===== src/rtl/ddr_pkg.sv =====
// rtl/ddr_pkg.sv - shared DDR bank-tracking types and default timing constants
package ddr_pkg;

    typedef enum logic [1:0] {
        BANK_CLOSED  = 2'd0,
        BANK_OPENING = 2'd1,
        BANK_OPEN    = 2'd2,
        BANK_CLOSING = 2'd3
    } bank_state_e;

    typedef enum logic [1:0] {
        CMD_ACT = 2'd0,
        CMD_PRE = 2'd1,
        CMD_RD  = 2'd2,
        CMD_WR  = 2'd3
    } cmd_type_e;

    typedef enum logic [2:0] {
        ERR_NONE         = 3'd0,
        ERR_ACT_OPEN     = 3'd1,
        ERR_RW_CLOSED    = 3'd2,
        ERR_RW_OPENING   = 3'd3,
        ERR_PRE_RECOVERY = 3'd4,
        ERR_ACT_CLOSING  = 3'd5
    } err_code_e;

    localparam int DEF_NUMBER_BANK = 16;
    localparam int DEF_RA_WIDTH    = 15;
    localparam int DEF_T_RCD       = 11;
    localparam int DEF_T_RP        = 11;
    localparam int DEF_T_RTP       = 6;
    localparam int DEF_T_WR_TOT    = 24;
    localparam int CNT_W           = 8;

endpackage


===== src/rtl/ddr_bank_fsm.sv =====
// rtl/ddr_bank_fsm.sv - one bank: row state machine, tRCD/tRP timer, recovery counter
// DDR_RESP_TIMING_CHK_EN adds OPENING/CLOSING and the recovery counter.
module ddr_bank_fsm
    import ddr_pkg::*;
#(
    parameter int RA_WIDTH = DEF_RA_WIDTH,
    parameter int T_RCD    = DEF_T_RCD,
    parameter int T_RP     = DEF_T_RP,
    parameter int T_RTP    = DEF_T_RTP,
    parameter int T_WR_TOT = DEF_T_WR_TOT
) (
    input  logic                clock_t,
    input  logic                reset_n,
    input  logic                act,
    input  logic                pre,
    input  logic                rd,
    input  logic                wr,
    input  logic [RA_WIDTH-1:0] row_in,
    output logic                is_open,
    output logic [RA_WIDTH-1:0] open_row,
    output err_code_e           err
);

    if (T_RCD < 2 || T_RP < 2 || T_RTP < 1 || T_WR_TOT < 1 ||
        T_RCD > 255 || T_RP > 255 || T_RTP > 255 || T_WR_TOT > 255) begin : g_bad_timing
        $error("ddr_bank_fsm: timing parameter outside 8-bit counter range");
    end

    bank_state_e         state_q, state_d;
    logic [RA_WIDTH-1:0] row_q, row_d;
    logic                timer_done;
    logic                rec_busy;

`ifdef DDR_RESP_TIMING_CHK_EN
    localparam bank_state_e ACT_TARGET = BANK_OPENING;
    localparam bank_state_e PRE_TARGET = BANK_CLOSING;
    localparam logic [CNT_W-1:0] RCD_END  = CNT_W'(T_RCD - 1);
    localparam logic [CNT_W-1:0] RP_END   = CNT_W'(T_RP - 1);
    localparam logic [CNT_W-1:0] RTP_LOAD = CNT_W'(T_RTP);
    localparam logic [CNT_W-1:0] WR_LOAD  = CNT_W'(T_WR_TOT);

    logic [CNT_W-1:0] cnt_q, cnt_d, rec_q, rec_d, rec_dec, rec_load;

    always_ff @(posedge clock_t or negedge reset_n) begin
        if (!reset_n) begin
            cnt_q <= '0;
            rec_q <= '0;
        end else begin
            cnt_q <= cnt_d;
            rec_q <= rec_d;
        end
    end

    // Recovery is judged on the value after this cycle's decrement, so a PRE
    // exactly T_RTP / T_WR_TOT cycles after the RD/WR is the first legal one.
    always_comb begin
        cnt_d = cnt_q;
        if (act || (pre && state_q == BANK_OPEN))
            cnt_d = '0;
        else if (state_q == BANK_OPENING || state_q == BANK_CLOSING)
            cnt_d = cnt_q + CNT_W'(1);
        rec_dec  = (rec_q == '0) ? '0 : rec_q - CNT_W'(1);
        rec_load = wr ? WR_LOAD : RTP_LOAD;
        rec_d    = rec_dec;
        if ((rd || wr) && state_q != BANK_CLOSED && rec_load > rec_dec)
            rec_d = rec_load;
    end

    assign timer_done = (cnt_q + CNT_W'(1)) ==
                        ((state_q == BANK_OPENING) ? RCD_END : RP_END);
    assign rec_busy   = (rec_dec != '0);
`else
    localparam bank_state_e ACT_TARGET = BANK_OPEN;
    localparam bank_state_e PRE_TARGET = BANK_CLOSED;

    assign timer_done = 1'b0;
    assign rec_busy   = 1'b0;
`endif

    always_ff @(posedge clock_t or negedge reset_n) begin
        if (!reset_n) begin
            state_q <= BANK_CLOSED;
            row_q   <= '0;
        end else begin
            state_q <= state_d;
            row_q   <= row_d;
        end
    end

    // An illegal ACT still takes effect: it restarts the bank on the new row.
    always_comb begin
        state_d = state_q;
        row_d   = row_q;
        if (act) begin
            state_d = ACT_TARGET;
            row_d   = row_in;
        end else begin
            case (state_q)
                BANK_OPENING: if (timer_done) state_d = BANK_OPEN;
                BANK_OPEN:    if (pre)        state_d = PRE_TARGET;
                BANK_CLOSING: if (timer_done) state_d = BANK_CLOSED;
                default:      state_d = state_q;
            endcase
        end
    end

    always_comb begin
        err = ERR_NONE;
        if (act) begin
            case (state_q)
                BANK_OPENING, BANK_OPEN: err = ERR_ACT_OPEN;
                BANK_CLOSING:            err = ERR_ACT_CLOSING;
                default:                 err = ERR_NONE;
            endcase
        end else if (rd || wr) begin
            case (state_q)
                BANK_CLOSED, BANK_CLOSING: err = ERR_RW_CLOSED;
                BANK_OPENING:              err = ERR_RW_OPENING;
                default:                   err = ERR_NONE;
            endcase
        end else if (pre && state_q == BANK_OPEN && rec_busy) begin
            err = ERR_PRE_RECOVERY;
        end
    end

    assign is_open  = (state_q == BANK_OPEN);
    assign open_row = row_q;

endmodule


===== src/rtl/ddr_bank_responder.sv =====
// rtl/ddr_bank_responder.sv - DDR command decode, per-bank tracking, error report, row query
// DDR_RESP_TIMING_CHK_EN enables tRCD/tRP/recovery checking in every bank.
module ddr_bank_responder
    import ddr_pkg::*;
#(
    parameter int NUMBER_BANK = DEF_NUMBER_BANK,
    parameter int RA_WIDTH    = DEF_RA_WIDTH,
    parameter int T_RCD       = DEF_T_RCD,
    parameter int T_RP        = DEF_T_RP,
    parameter int T_RTP       = DEF_T_RTP,
    parameter int T_WR_TOT    = DEF_T_WR_TOT
) (
    input  logic                   clock_t,
    input  logic                   reset_n,
    input  logic                   cs_n,
    input  logic                   act_n,
    input  logic                   ras_n,
    input  logic                   cas_n,
    input  logic                   we_n,
    input  logic [1:0]             bg,
    input  logic [1:0]             ba,
    input  logic [13:0]            addr,
    output logic [NUMBER_BANK-1:0] bank_open,
    input  logic [3:0]             q_bank,
    output logic [RA_WIDTH-1:0]    q_row,
    output logic                   cmd_valid,
    output logic [1:0]             cmd_type,
    output logic                   err_valid,
    output logic [2:0]             err_code,
    output logic [3:0]             err_bank
);

    logic                cmd_hit, prea;
    cmd_type_e           cmd_kind;
    logic [3:0]          bank_idx;
    logic [RA_WIDTH-1:0] act_row;
    err_code_e           bank_err [NUMBER_BANK];
    logic [RA_WIDTH-1:0] bank_row [NUMBER_BANK];

    logic                cmd_valid_q, cmd_valid_d, err_valid_q, err_valid_d;
    cmd_type_e           cmd_type_q, cmd_type_d;
    err_code_e           err_code_q, err_code_d;
    logic [3:0]          err_bank_q, err_bank_d;
    logic [RA_WIDTH-1:0] q_row_q, q_row_d;

    always_comb begin
        bank_idx = {bg, ba};
        act_row  = RA_WIDTH'({we_n, addr});
        cmd_hit  = 1'b0;
        cmd_kind = CMD_ACT;
        if (!cs_n) begin
            if (!act_n) begin
                cmd_hit = 1'b1;
            end else begin
                case ({ras_n, cas_n, we_n})
                    3'b010: begin cmd_hit = 1'b1; cmd_kind = CMD_PRE; end
                    3'b101: begin cmd_hit = 1'b1; cmd_kind = CMD_RD;  end
                    3'b100: begin cmd_hit = 1'b1; cmd_kind = CMD_WR;  end
                    default: cmd_hit = 1'b0;
                endcase
            end
        end
        prea = cmd_hit && (cmd_kind == CMD_PRE) && addr[10];
    end

    for (genvar i = 0; i < NUMBER_BANK; i++) begin : g_bank
        logic hit;
        assign hit = cmd_hit && (prea || bank_idx == 4'(i));

        ddr_bank_fsm #(
            .RA_WIDTH (RA_WIDTH),
            .T_RCD    (T_RCD),
            .T_RP     (T_RP),
            .T_RTP    (T_RTP),
            .T_WR_TOT (T_WR_TOT)
        ) u_fsm (
            .clock_t  (clock_t),
            .reset_n  (reset_n),
            .act      (hit && cmd_kind == CMD_ACT),
            .pre      (hit && cmd_kind == CMD_PRE),
            .rd       (hit && cmd_kind == CMD_RD),
            .wr       (hit && cmd_kind == CMD_WR),
            .row_in   (act_row),
            .is_open  (bank_open[i]),
            .open_row (bank_row[i]),
            .err      (bank_err[i])
        );
    end

    // Descending scan leaves the lowest violating bank in err_bank for PREA.
    always_comb begin
        cmd_valid_d = cmd_hit;
        cmd_type_d  = cmd_hit ? cmd_kind : CMD_ACT;
        err_code_d  = ERR_NONE;
        err_bank_d  = '0;
        for (int i = NUMBER_BANK - 1; i >= 0; i--) begin
            if (bank_err[i] != ERR_NONE) begin
                err_code_d = bank_err[i];
                err_bank_d = 4'(i);
            end
        end
        err_valid_d = (err_code_d != ERR_NONE);
        q_row_d     = bank_open[q_bank] ? bank_row[q_bank] : '1;
    end

    always_ff @(posedge clock_t or negedge reset_n) begin
        if (!reset_n) begin
            cmd_valid_q <= 1'b0;
            cmd_type_q  <= CMD_ACT;
            err_valid_q <= 1'b0;
            err_code_q  <= ERR_NONE;
            err_bank_q  <= '0;
            q_row_q     <= '1;
        end else begin
            cmd_valid_q <= cmd_valid_d;
            cmd_type_q  <= cmd_type_d;
            err_valid_q <= err_valid_d;
            err_code_q  <= err_code_d;
            err_bank_q  <= err_bank_d;
            q_row_q     <= q_row_d;
        end
    end

    assign cmd_valid = cmd_valid_q;
    assign cmd_type  = cmd_type_q;
    assign err_valid = err_valid_q;
    assign err_code  = err_code_q;
    assign err_bank  = err_bank_q;
    assign q_row     = q_row_q;

endmodule

===== config.mk =====
export PLATFORM = sky130hd
export DESIGN_NAME = ddr_bank_responder
export DESIGN_NICKNAME = d
export VERILOG_FILES = /design/src/rtl/ddr_pkg.sv /design/src/rtl/ddr_bank_fsm.sv /design/src/rtl/ddr_bank_responder.sv
export SDC_FILE = /design/constraint.sdc
export NUM_CORES = 1
export LEC_CHECK = 0
export ABC_AREA = 1
export ABC_CLOCK_PERIOD_IN_PS = 1200
export BUFFER_PORTS_ARGS = -buffer_cell sky130_fd_sc_hd__buf_2
export CORE_MARGIN = 2
export CORE_UTILIZATION = 51
export CTS_CLUSTER_SIZE = 8
export DETAILED_ROUTE_END_ITERATION = 8
export PLACE_DENSITY_LB_ADDON = 0.2
export SYNTH_ARGS = -nofsm -noshare
export SYNTH_HDL_FRONTEND = slang
export SYNTH_SLANG_ARGS = --single-unit

===== constraint.sdc =====
create_clock -name clock_t -period 1.2 [get_ports clock_t]
set_input_delay 0.18 -clock clock_t [delete_from_list [all_inputs] [get_ports clock_t]]
set_output_delay 0.18 -clock clock_t [all_outputs]
set_load 0.005 [all_outputs]

==> flow_summary.json <==
{
  "status": "complete, but fails checks",
  "failed_checks": "negative setup slack",
  "routabilityCongestion": 0.892,
  "drt_iter0_drc": 1672,
  "finClkSkew_ns": 0.0323,
  "remaining_drc_errors": 0,
  "crit_buf_inv": 9,
  "ys_warn_count": 0,
  "p_sw_share_pct": 32.9,
  "cts.sinks": 281,
  "hold_path_depth": 4,
  "synth.top_cell.area_share_pct": 50.1,
  "cts_max_level": 2,
  "dp_hpwl_um": 24700,
  "period_share_pct": 133,
  "slew_headroom_pct": 54.2,
  "tritoncts": "done",
  "cp.arrival_ns": 1.97,
  "r2r-end": "q_row[6]$_DFF_PN1_",
  "ys_seq_elements": 281,
  "ir_drop_mv": 1.40,
  "wire_per_inst_um": 26.0,
  "p_per_area_mw_per_mm2": 1680,
  "power_mw": 34.6,
  "yosys.area.top_type": "dfrtp_1",
  "finalSetupViolations": 296,
  "hold_violations": 0,
  "die_y_um": 165,
  "antenna_found_initial": 6,
  "crit_chain": "buf_12 > inv_16 > nand2_8 > nand2_4 > nand2_4 > clkinv_4 > buf_6 > nor2_4 > inv_4 > buf_8 > buf_6 > nor2_4 > buf_12 > clkbuf_16 > nand2_4 > o21ai_2",
  "start_util_pct": 51.5,
  "totalWireLength_um": 56900,
  "holdCritStartpoint": "addr[10]",
  "required_ns": 1.57,
  "rsz0062_at_grt": "true",
  "worstSetupPathDepth": 16,
  "clk_pin_slew_worst_paths_ns": 0.05,
  "internal-power_mw": 23.2,
  "ioPinCount": 71,
  "first_pass_iters": 6,
  "leakage_nw": 9.58,
  "period_needed_ns": 1.60,
  "clock_path_buffers": 3,
  "portBuffers": 69,
  "cp_max_fo": 5,
  "cts-buffers-inserted": 41,
  "avgSynthCellArea_um2": 8.50,
  "die_width_um": 165,
  "reg2reg_slack_ns": -0.39,
  "worst_slack_ns": -0.398,
  "r2r_cells": 7,
  "root_buffer": "clkbuf_16",
  "grt_pass1_vias": 13100,
  "drive_gt1_share_pct": 45.8,
  "grt_overflow_total": 0,
  "end_kind": "flip-flop",
  "core_mm2": 0.0258,
  "final_cells": 2187,
  "hold_class": "primary input to flip-flop",
  "cp_slowest_cell": "nor2_4",
  "worst-setup-path-type": "primary input to flip-flop",
  "fmaxAchievable_mhz": 626,
  "p_seq_share_pct": 40.8,
  "worst_pin_slew_ns": 0.687,
  "num_rows": 59,
  "path_delay_family": "buffers and inverters",
  "grt_pass1_wl_um": 74700,
  "holdPathEnd": "g_bank[1].u_fsm.open_row[10]$_DFFE_PN0P_",
  "pwr-share-clk_pct": 31.6,
  "synth_cells": 1565,
  "dpl.cell_count": 2002,
  "vias_per_cell": 6.36,
  "slowest_delay_ns": 0.21,
  "num_vias": 13900,
  "p_comb_share_pct": 27.6,
  "fin_area_mm2": 0.0207,
  "p_sw_mw": 11.4,
  "yosysSeqAreaShare_pct": 53.0,
  "crit_path_frequent_cell": "nand2_4",
  "synth_area_mm2": 0.0133,
  "grtUsageTotal_pct": 36.3,
  "synthTopCellsByArea": "dfrtp_1, o21ai_0, nand2_1",
  "final_nets": 1850,
  "die_area_mm2": 0.0274,
  "syn-num-nets": 1594,
  "area_delta_synth_final_pct": 55.4,
  "synth_cell_types": 38,
  "ant_nets": 0,
  "clock_latency_ns": 0.54,
  "r2r_start": "g_bank[9].u_fsm.open_row[6]$_DFFE_PN0P_",
  "grt_max_degree": 55,
  "placedInstanceArea_mm2": 0.0153,
  "slew_violations": 0,
  "startpoint_type": "primary input",
  "cap_violations": 0
}
-- stage by stage --
stage          util, %  setup TNS [ns]  worst slack, ns  hold slack [ns]
2_1_floorplan        -          -32.46           -0.266           -0.116
3_3_place_gp      59.1         -149.60           -0.693           0.0417
3_5_place_dp      59.1         -158.74           -0.753           0.0425
4_1_cts           73.2          -25.06           -0.283           0.0233
5_1_grt           80.0          -53.18           -0.469           0.0552
6_report          80.0          -43.33           -0.398           0.0489
-- registers in the layout, summed over array words and instances, names as in the netlist --
signal and count:
cmd_valid 1, cmd_type 2, g_bank.u_fsm.open_row 240, q_row 15, err_bank 4, err_code 2, g_bank.u_fsm.state_q 16, err_valid 1
-- power groups by stage --
stage / Clock, mW / Sequential, mW / Combinational [mW]
finish: 10.9 / 14.1 / 9.57
global route: 11.3 / 14.4 / 10.2
CTS: 10.8 / 13.4 / 7.43
detailed placement: 0 / 13.4 / 6.14
global placement: 0 / 13.3 / 5.97
floorplan: 0 / 13.2 / 3.96
-- per-layer routing --
| metal | track usage, % | share of wire [%] |
|---|---|---|
| met1 | 45.0 | 34 |
| met2 | 58.1 | 46 |
| met3 | 6.82 | 11 |
| met4 | 23.6 | 9.4 |
| met5 | 0 | 0.044 |
-- timing repair --
item	in CTS	in global routing
pin swaps	35	43
resized for setup	351	473
hold endpoints to repair	307	0
buffers inserted	54	20
cloned	33	13
hold buffers	14	0
setup endpoints to repair	259	310
-- Yosys cell counts, drive strengths merged --
master,n
a21oi,83
a22oi,1
and2,1
buf,77
clkbuf,58
conb,1
dfrtp,266
dfstp,15
inv,134
mux2i,45
nand2,337
nand3,17
nand3b,1
nand4,14
nor2,67
nor3,5
o211ai,15
o21ai,408
o221ai,16
o22ai,2
o31ai,2
-- cells in the final DEF (no fill, tap or decap), types with 4 or more instances in the layout --
| cell type | Yosys | layout |
|---|---|---|
| nand4_1 | 13 | 13 |
| nand3_1 | 17 | 9 |
| dlygate4sd3_1 | 0 | 14 |
| clkinv_4 | 0 | 4 |
| nand2_2 | 8 | 101 |
| nand2_8 | 0 | 7 |
| a21oi_2 | 0 | 8 |
| buf_2 | 42 | 37 |
| nand2_4 | 3 | 116 |
| buf_8 | 1 | 9 |
| o21ai_2 | 1 | 138 |
| clkbuf_1 | 56 | 26 |
| dfstp_2 | 15 | 15 |
| o221ai_2 | 0 | 8 |
| buf_16 | 0 | 24 |
| nand3_4 | 0 | 5 |
| o211ai_1 | 15 | 15 |
| o21ai_1 | 98 | 142 |
| buf_4 | 26 | 127 |
| nor2_4 | 2 | 17 |
| clkbuf_16 | 0 | 53 |
| clkinvlp_4 | 0 | 6 |
| nor2_1 | 56 | 45 |
| o21ai_0 | 309 | 119 |
| a21oi_1 | 83 | 75 |
| nand2_1 | 326 | 114 |
| inv_2 | 7 | 6 |
| nor2_2 | 8 | 4 |
| dfrtp_1 | 266 | 266 |
| inv_4 | 1 | 7 |
| inv_1 | 126 | 110 |
| o221ai_1 | 16 | 5 |
| o21ai_4 | 0 | 9 |
| buf_6 | 4 | 75 |
| mux2i_1 | 45 | 45 |
| buf_12 | 0 | 50 |
-- final cells by class --
cell class | instances | area [um^2]
antenna | 3 | 7.51
inverter | 134 | 591
tap | 335 | 419
fill | 1344 | 5170
timing repair buffer | 347 | 4200
clock inverter | 3 | 45.0
multi-input combinational | 1016 | 7210
sequential | 281 | 7050
clock buffer | 68 | 1150
-- worst max path at each step --
stage | startpoint | end | slack (ns)
2_1_floorplan | cas_n | err_valid$_DFF_PN0_ | -0.27
3_3_place_gp | cas_n | err_valid$_DFF_PN0_ | -0.69
3_5_place_dp | cas_n | err_valid$_DFF_PN0_ | -0.75
4_1_cts | g_bank[14].u_fsm.state_q[1]$_DFFE_PN0P_ | q_row[7]$_DFF_PN1_ | -0.28
5_1_grt | q_bank[0] | q_row[8]$_DFF_PN1_ | -0.47
6_report | cas_n | g_bank[1].u_fsm.open_row[2]$_DFFE_PN0P_ | -0.40
-- tightest hold or removal path, delay by kind of cell --
kind | cells | cell delay [ns]
AND/OR/NAND/NOR | 1 | 0.05
AO/OA/AOI/OAI | 1 | 0.04
buffers and inverters | 2 | 0.28
-- kinds of logic (layout without fill, tap and decap cells) --
logic type,Yosys count,after routing,share of synthesized area (%)
and+or+nand+nor,442,443,13.8
muxes,45,45,3.39
other,1,4,0.0282
DFF,281,281,53.0
buffers and inverters,269,552,9.07
AOI/OAI and AO/OA,527,527,20.7
No activity file was read; power rests on OpenSTA's default activity.
